File: config.mk
export PLATFORM = sky130hd
export DESIGN_NAME = csd_conv_ctrl
export DESIGN_NICKNAME = d
export VERILOG_FILES = /design/src/rtl/csd_conv_ctrl.sv
export SDC_FILE = /design/constraint.sdc
export NUM_CORES = 1
export LEC_CHECK = 0
export CAP_MARGIN = 20
export CORE_UTILIZATION = 48
export CTS_BUF_LIST = sky130_fd_sc_hd__clkbuf_4
export DETAILED_ROUTE_END_ITERATION = 16
export PLACE_DENSITY = 0.78
export SLEW_MARGIN = 40
export SYNTH_ARGS = -nofsm -noshare
export SYNTH_HDL_FRONTEND = slang
export SYNTH_SLANG_ARGS = --single-unit
export TNS_END_PERCENT = 30
File: constraint.sdc
create_clock -name i_clk -period 1.7 [get_ports i_clk]
set_input_delay 0.17 -clock i_clk [delete_from_list [all_inputs] [get_ports i_clk]]
set_output_delay 0.17 -clock i_clk [all_outputs]
set_load 0.02 [all_outputs]
File: src/rtl/csd_conv_ctrl.sv
// csd_conv_ctrl: sequencing controller for the binary-to-CSD conversion datapath.
// Reads NBITS source bits LSB first, emits canonical signed digits into K memory,
// counts nonzero digits and gates host writes to the source memory while a run is active.
// Optional build macro: CSD_TWOS_COMP_EN (two's-complement input, no TAIL digit).
module csd_conv_ctrl #(
  parameter int unsigned NBITS = 8,
  parameter int unsigned AW    = 4,
  parameter int unsigned CW    = 4
) (
  input  logic          i_clk,
  input  logic          i_reset,
  input  logic          i_start,
  input  logic          i_host_we,
  output logic          o_src_we,
  output logic          o_host_blocked,
  output logic          o_src_re,
  output logic [AW-1:0] o_src_addr,
  input  logic          i_src_rdata,
  output logic          o_we_k,
  output logic [AW-1:0] o_k_addr,
  output logic [1:0]    o_k_data,
  output logic [CW-1:0] o_nz_cnt,
  output logic          o_busy,
  output logic          o_done
);

  typedef enum logic [2:0] {
    StIdle,
    StLoad,
    StPrime,
    StRun,
    StTail,
    StDone
  } state_e;

  state_e        r_state, w_state_d;
  logic          r_start_q;
  logic          r_carry, w_carry_d;
  logic          r_cur, w_cur_d;
  logic [AW-1:0] r_idx, w_idx_d;
  logic [CW-1:0] r_nz_cnt, w_nz_cnt_d;

  logic w_trigger;
  logic w_last;
  logic w_ext;
  logic w_nxt;
  logic w_cnext;
  logic w_dnz;
  logic w_dneg;

  // Digit arithmetic for the current RUN position.
  always_comb begin
    w_trigger = i_start & ~r_start_q;
    w_last    = (32'(r_idx) == NBITS - 1);
`ifdef CSD_TWOS_COMP_EN
    // At the last index cur holds the sign bit, which is the extension bit.
    w_ext     = r_cur;
`else
    w_ext     = 1'b0;
`endif
    w_nxt     = w_last ? w_ext : i_src_rdata;
    w_cnext   = (r_cur & w_nxt) | (r_cur & r_carry) | (w_nxt & r_carry);
    // d = cur + carry - 2c' is nonzero only when cur ^ carry; then c' = nxt, so d = 1 - 2*nxt.
    w_dnz     = r_cur ^ r_carry;
    w_dneg    = w_dnz & w_nxt;
  end

  // Next-state and output decode; all outputs default to their idle values.
  always_comb begin
    w_state_d  = r_state;
    w_carry_d  = r_carry;
    w_cur_d    = r_cur;
    w_idx_d    = r_idx;
    w_nz_cnt_d = r_nz_cnt;
    o_src_re   = 1'b0;
    o_src_addr = '0;
    o_we_k     = 1'b0;
    o_k_addr   = '0;
    o_k_data   = 2'b00;
    o_done     = 1'b0;

    case (r_state)
      StIdle: begin
        if (w_trigger) begin
          w_carry_d  = 1'b0;
          w_idx_d    = '0;
          w_nz_cnt_d = '0;
          w_state_d  = StLoad;
        end
      end
      StLoad: begin
        o_src_re   = 1'b1;
        o_src_addr = '0;
        w_state_d  = StPrime;
      end
      StPrime: begin
        w_cur_d = i_src_rdata;
        if (NBITS > 1) begin
          o_src_re   = 1'b1;
          o_src_addr = AW'(1);
        end
        w_state_d = StRun;
      end
      StRun: begin
        o_we_k    = 1'b1;
        o_k_addr  = r_idx;
        o_k_data  = {w_dneg, w_dnz};
        w_carry_d = w_cnext;
        w_cur_d   = w_nxt;
        w_idx_d   = r_idx + AW'(1);
        if (w_dnz) begin
          w_nz_cnt_d = r_nz_cnt + CW'(1);
        end
        // Prefetch two ahead: the read issued now lands as nxt of the following cycle.
        if (32'(r_idx) + 2 < NBITS) begin
          o_src_re   = 1'b1;
          o_src_addr = r_idx + AW'(2);
        end
        if (w_last) begin
`ifdef CSD_TWOS_COMP_EN
          w_state_d = StDone;
`else
          w_state_d = StTail;
`endif
        end
      end
      StTail: begin
        o_we_k   = 1'b1;
        o_k_addr = AW'(NBITS);
        o_k_data = r_carry ? 2'b01 : 2'b00;
        if (r_carry) begin
          w_nz_cnt_d = r_nz_cnt + CW'(1);
        end
        w_state_d = StDone;
      end
      StDone: begin
        o_done    = 1'b1;
        w_state_d = StIdle;
      end
      default: begin
        w_state_d = StIdle;
      end
    endcase
  end

  // Source write-port arbitration: host writes are dropped, not queued, while busy.
  always_comb begin
    o_busy         = (r_state != StIdle);
    o_src_we       = i_host_we & ~o_busy;
    o_host_blocked = i_host_we & o_busy;
    o_nz_cnt       = r_nz_cnt;
  end

  // State and datapath registers.
  always_ff @(posedge i_clk or posedge i_reset) begin
    if (i_reset) begin
      r_state   <= StIdle;
      r_start_q <= 1'b0;
      r_carry   <= 1'b0;
      r_cur     <= 1'b0;
      r_idx     <= '0;
      r_nz_cnt  <= '0;
    end else begin
      r_state   <= w_state_d;
      r_start_q <= i_start;
      r_carry   <= w_carry_d;
      r_cur     <= w_cur_d;
      r_idx     <= w_idx_d;
      r_nz_cnt  <= w_nz_cnt_d;
    end
  end

endmodule

==> results.yml, run 1 <==
setup_path:
  critical_path.max_fanout: 5
  critical_path.slowest_cell: "dfrtp_1"
  path_buf_inv: 2
  arrival_time_at_the_worst_endpoint_ns: 1.65
  crit_path_start_kind: "flip-flop"
  worstPathRequired_ns: 1.53
  max_stage_delay_ns: 0.43
  critical_path.cell_chain: "buf_4, nand3b_1, o21ai_1, clkdlybuf4s15_2"
  critPathCaptureType: "output port"
  crit_family: "buffers and inverters"
  worstSetupPathType: "reg2out"
timing:
  worst-slew-pin-transition_ns: 0.583
  final_hold_viol_count: 0
  setup_repair_after_global_routing_missed_its_margin: "true"
  setup-violations-final: 3
  slew-limit-headroom_pct: 61.1
  final.period_utilization_pct: 107
  total_negative_slack_for_setup_checks_ns: -0.181
  final-max-slew-violation-count: 0
  fin_crit_ns: 1.82
  timing.fmax_mhz: 550
  setup_ws_ns: -0.118
  worst_clock_skew_ns: 0.00396
layout:
  synthToLayoutAreaGrowth_pct: 52.3
  antenna_cells_inserted: 0
  post_route_cells_drive_above_1_share_pct: 36.2
  final_nets: 159
pwr:
  p_comb_share_pct: 74.0
  clkPwrFrac_pct: 6.4
  cell_internal_pwr_mw: 1.74
  ir_drop_mv: 1.48
  totalPowerFinal_mw: 3.27
  sequentialPowerShare_pct: 19.6
  power.switching_mw: 1.53
  power.switching_fraction_pct: 46.9
  cellPowerDensity_mw_per_mm2: 2450
  leakage_nw: 0.639
synth:
  synth_area_leader_cell: "dfrtp_1"
  synth.yosys.warnings: 0
  distinct_cells_synth: 36
  avgSynthCellArea_um2: 8.76
  yosys.area.top_type_share_pct: 40.0
  synthesis.area_um2: 876
  synth_nets: 109
  synthCells: 100
  synth_top_cells_by_area: "dfrtp_1 (40%), ha_1 (5.7%), a21oi_1 (4.6%)"
  synth-seq-area-share_pct: 40.0
  synth.ff_latch_count: 14
floorplanning:
  placeableCoreArea_mm2: 0.00173
  dieHeight_um: 44.7
  chipWidth_um: 44.7
  die_area_mm2: 0.00200
  starting_density_pct: 50.7
  floorplan.rows: 15
  pin_count: 25
clocking:
  cts.root.buffer_cell: "clkbuf_4"
  numClockSinks: 14
  clkLatencyLatePin_ns: 0.29
  cts_tree: "yes"
  post_cts_hold_fix_bufs: 0
  cts-root-to-sink-buffers: 2
  clk_pin_slew_worst_paths_ns: 0.09
  cts-htree-levels: 1
  cts_buffers: 3
detailed_routing:
  num_vias: 948
  firstDrtPassIters: 4
  detail_route.wirelength.met1_mm: 1.03
  drt_first_iter_violations: 55
  route.detailed.drc: 0
  wl_mm: 2.48
  dr_wl_met2_mm: 1.26
  route.detailed.wl_per_inst_um: 14.3
  wl_met3_um: 134
  topRoutingLayerUsed: "met4"
  drt-vias-per-instance: 5.45
  final_antenna_net_count: 0
grt:
  maximum_number_of_pins_on_one_net_before_global_route_repair: 15
  leftover_overflow_at_the_end_of_global_routing: 0
  first_global_vias: 853
  grt_antenna_before_repair: 0
  globalRouteTotalUtil_pct: 26.8
  grt_pass1_wl_mm: 3.77
run_status:
  outcome: "finished with violations"
  violations: "setup timing"
placement:
  buffer_ports.inserted: 23
  place_congestion: 0.881
  dpl.hpwl_mm: 1.75
min_path:
  worst_hold_path_type: "in2async"
run:
  maxcap_viol_count: 0
==> routing by layer <==
| layer | track usage (%) | up-vias |
|---|---|---|
| met4 | 11.5 | 0 |
| met3 | 3.60 | 7 |
| met1 | 32.3 | 443 |
| li1 | - | 454 |
| met5 | 0 | - |
| met2 | 47.6 | 44 |
==> path summary, 6_finish.rpt <==
kind / startpoint / cells after the start / to / slack [ns]
hold / removal: i_reset / 2 / o_nz_cnt[1] / 0.23
max in group asynchronous: i_reset / 2 / r_state[2] / 1.09
min in group i_clk: i_start / 1 / r_start_q / 0.33
hold reg to reg: o_nz_cnt[3] / 1 / o_nz_cnt[3] / 0.50
setup reg to reg: r_state[1] / 7 / o_nz_cnt[3] / 0.16
setup / recovery: r_state[1] / 4 / o_k_addr[3] / -0.12
==> Yosys cell counts, drive strengths merged <==
cell type and instances:
nor2b 1, nand3 3, a22o 1, nand4b 1, clkbuf 1, o21a 1, and4 1, and2 6
o21ba 1, inv 6, a31oi 3, a211oi 4, conb 1, a21o 1, a41oi 1, o21ai 7
and3b 1, a21oi 8, and3 1, nor3b 1, nor3 3, dfrtp 14, buf 3, ha 4
or2 1, nand2 9, nand2b 1, nand3b 1, a32o 1, mux2i 3, nor2 10
==> stage by stage <==
stage / util, % / cells / cell area, um^2 / hold WS [ns] / setup slack, ns
floorplan: - / 100 / 881 / 0.0592 / 0.0561
global placement: 75.4 / 169 / 1300 / 0.483 / -0.272
detailed placement: 75.4 / 169 / 1300 / 0.487 / -0.323
CTS: 78.0 / 174 / 1350 / 0.242 / -0.0623
global route: 77.2 / 174 / 1330 / 0.278 / -0.203
finish: 77.2 / 174 / 1330 / 0.226 / -0.118
==> cells in the final DEF (no fill, tap or decap), drive strengths merged, types with 2 or more instances in the layout <==
master and count:
ha 4, a211oi 4, clkbuf 7, buf 34, a31oi 3, mux2i 3, clkdlybuf4s50 8, and2 6
nand2 9, dfrtp 14, o21ai 7, clkdlybuf4s15 2, a21oi 8, nand3 3, nor3 3, inv 6
nor2 10
==> cell type report <==
class / instances / area (um^2)
multi-input combinational: 76 / 523
fill: 130 / 393
timing repair buffer: 49 / 380
sequential: 14 / 350
tap: 25 / 31.3
clock buffer: 3 / 22.5
inverter: 6 / 22.5
clock inverter: 1 / 3.75
==> state kept, by name, indices dropped and copies added, names as in the netlist <==
name / cells
r_idx: 4
r_carry: 1
r_cur: 1
r_start_q: 1
o_nz_cnt: 4
r_state: 3
==> power by group through the flow <==
stage,sequential [mW],clock [mW],combinational (mW)
2_1_floorplan,0.692,0,1.23
6_report,0.641,0.209,2.42
3_5_place_dp,0.623,0,2.42
3_3_place_gp,0.615,0,2.37
5_1_grt,0.663,0.224,2.63
4_1_cts,0.632,0.208,2.41
==> cells by family (layout without fill, tap and decap cells) <==
family / count (synthesis) / after routing / synth area share, %
other: 1 / 1 / 0.428
adder cells (fa/ha/maj): 4 / 4 / 5.71
AO/OA/AOI/OAI: 28 / 28 / 20.1
multiplexers: 3 / 3 / 3.43
buffers and inverters: 10 / 59 / 5.71
AND/OR/NAND/NOR: 40 / 40 / 24.6
flip-flops: 14 / 14 / 40.0
==> what timing repair did <==
action	4_1_cts	5_1_grt
pin swaps	4	1
gates resized for setup	55	11
endpoints found under the setup margin	15	12
cloned	0	0
buffers inserted	1	0
No activity file was read; power rests on OpenSTA's default activity.
==> run 2, diff against run 1 <==
- SKIP_LAST_GASP: not set -> 1
==> run 2 against run 1 <==
Effect of this change: the run still ends with setup timing left; highest routed layer unchanged; largest power group unchanged; final cell count unchanged; hold slack improved by 0.0039 ns; non-clock buffer count unchanged; critical path type unchanged; wire length decreased by 4.6%; sequential power decreased by 2%; sequential share of layout area decreased by 0.17 points; cell area increased by 0.66%; utilization increased by 0.51 points; worst setup slack got worse by 0.010 ns; clock skew increased by 0.0019 ns; clock power decreased by 2%.
==> results.yml, run 2 (synthesized netlist as in run 1, its figures left out) <==
placement:
  place_congestion: 0.881
  dpl.hpwl_mm: 1.75
  buffer_ports.inserted: 23
  place_area_mm2: 0.00130
floorplanning:
  die_area_mm2: 0.00200
  placeableCoreArea_mm2: 0.00173
  dieHeight_um: 44.7
  starting_density_pct: 50.7
  chipWidth_um: 44.7
  pin_count: 25
  floorplan.rows: 15
run:
  maxcap_viol_count: 0
setup_path:
  critical_path.max_fanout: 10
  critPathCaptureType: "output port"
  worstSetupPathType: "reg2out"
  crit_path_start_kind: "flip-flop"
  worstPathRequired_ns: 1.53
  arrival_time_at_the_worst_endpoint_ns: 1.66
  critical_path.slowest_cell: "dfrtp_1"
  crit_path_start: "r_state[2]"
  critPathCapture: "o_host_blocked"
  max_stage_delay_ns: 0.43
  timing.rr.start: "r_state[2]"
  crit-reg2reg-capture: "o_nz_cnt[3]"
  worst-r2r-cell-count: 7
  critical_path.cell_chain: "buf_4, nor3_4, inv_2, and2_1, dlygate4sd2_1"
  reg2reg_setup_slack_ns: 0.13
timing:
  setup_repair_after_global_routing_missed_its_margin: "true"
  slew-limit-headroom_pct: 61.1
  final-max-slew-violation-count: 0
  worst-slew-pin-transition_ns: 0.583
  final_hold_viol_count: 0
  setup_ws_ns: -0.129
  total_negative_slack_for_setup_checks_ns: -0.682
  worst_clock_skew_ns: 0.00582
  fin_crit_ns: 1.83
  timing.fmax_mhz: 547
  setup-violations-final: 8
  final.period_utilization_pct: 108
  worst_hold_slack_ns: 0.230
detailed_routing:
  drt-vias-per-instance: 5.28
  final_antenna_net_count: 0
  firstDrtPassIters: 4
  route.detailed.wl_per_inst_um: 13.6
  route.detailed.drc: 0
  drt_first_iter_violations: 34
  num_vias: 918
  wl_mm: 2.37
layout:
  layout_common_cells: "buf_4 (29), dfrtp_1 (14), nand2_1 (9)"
  post_route_cells_drive_above_1_share_pct: 30.2
  layout_commonest_cell: "buf_4"
  post-route-cell-area_mm2: 0.00134
  antenna_cells_inserted: 0
  final_nets: 159
  layout.core_utilization_pct: 77.8
  synthToLayoutAreaGrowth_pct: 53.3
  layout.filler_cells: 130
clocking:
  cts-htree-levels: 1
  clkLatencyLatePin_ns: 0.29
  cts_tree: "yes"
  cts_buffers: 3
  clk_pin_slew_worst_paths_ns: 0.09
  numClockSinks: 14
  cts-root-to-sink-buffers: 2
  cts.root.buffer_cell: "clkbuf_4"
grt:
  grt_antenna_before_repair: 0
  first_global_vias: 847
  grt_pass1_wl_mm: 3.68
  leftover_overflow_at_the_end_of_global_routing: 0
  maximum_number_of_pins_on_one_net_before_global_route_repair: 15
  globalRouteTotalUtil_pct: 26.1
min_path:
  worst_hold_path_type: "in2async"
pwr:
  ir_drop_mv: 1.49
  cellPowerDensity_mw_per_mm2: 2390
  leakage_nw: 0.679
run_status:
  outcome: "finished with violations"
  violations: "setup timing"
## run 2: area by class of cell
class	instances	area, um^2	area share, %
clock buffers	3	22.5	1.68
flip-flops and latches	14	350	26.1
inverters	6	22.5	1.68
repair buffers	49	407	30.3
clock inverters	1	3.75	0.280
well taps	25	31.3	2.33
multi-input cells	76	505	37.7
## run 2: report_power, final
group | switching (mW) | total [mW] | internal, mW | leakage, nW
registers | 0.136 | 0.627 | 0.491 | 0.162
logic | 1.23 | 2.38 | 1.14 | 0.502
clock network | 0.119 | 0.204 | 0.0853 | 0.0154
## run 2: metrics by stage
step | cells | power [mW] | setup WS [ns]
4_1_cts | 174 | 3.18 | -0.255
5_1_grt | 174 | 3.43 | -0.205
6_report | 174 | 3.21 | -0.129
3_5_place_dp | 169 | 3.04 | -0.323
3_3_place_gp | 169 | 2.98 | -0.272
2_1_floorplan | 100 | 1.92 | 0.0561
## run 2: worst max-delay path: cells and delay by family, from the launching register on
kind,cells,cell delay (ns)
buffers and inverters,3,0.56
and+or+nand+nor,2,0.38
DFF,1,0.43
## run 2: worst min-delay path by stage
stage,from,endpoint,slack (ns)
after floorplan,i_reset,o_nz_cnt[0],0.06
after detailed placement,o_nz_cnt[3],o_nz_cnt[3],0.49
final,i_reset,r_idx[0],0.23
after global placement,o_nz_cnt[3],o_nz_cnt[3],0.48
after global routing,i_reset,r_idx[1],0.28
after CTS,i_reset,o_nz_cnt[0],0.24
## run 2: what timing repair did
| item | 4_1_cts | 5_1_grt |
|---|---|---|
| pin swaps | 2 | 0 |
| resized for setup | 33 | 9 |
| setup buffers | 1 | 0 |
| hold buffers | 0 | 0 |
| endpoints found under the setup margin | 15 | 15 |
## run 2: per-layer routing
metal  up-vias  part of all wire [%]  GRT usage (%)
met2        26                    51           46.2
met1       438                    44           31.5
li1        448                     -              -
met5         -                     0              0
met3         6                   3.2           3.60
met4         0                   1.6           11.5
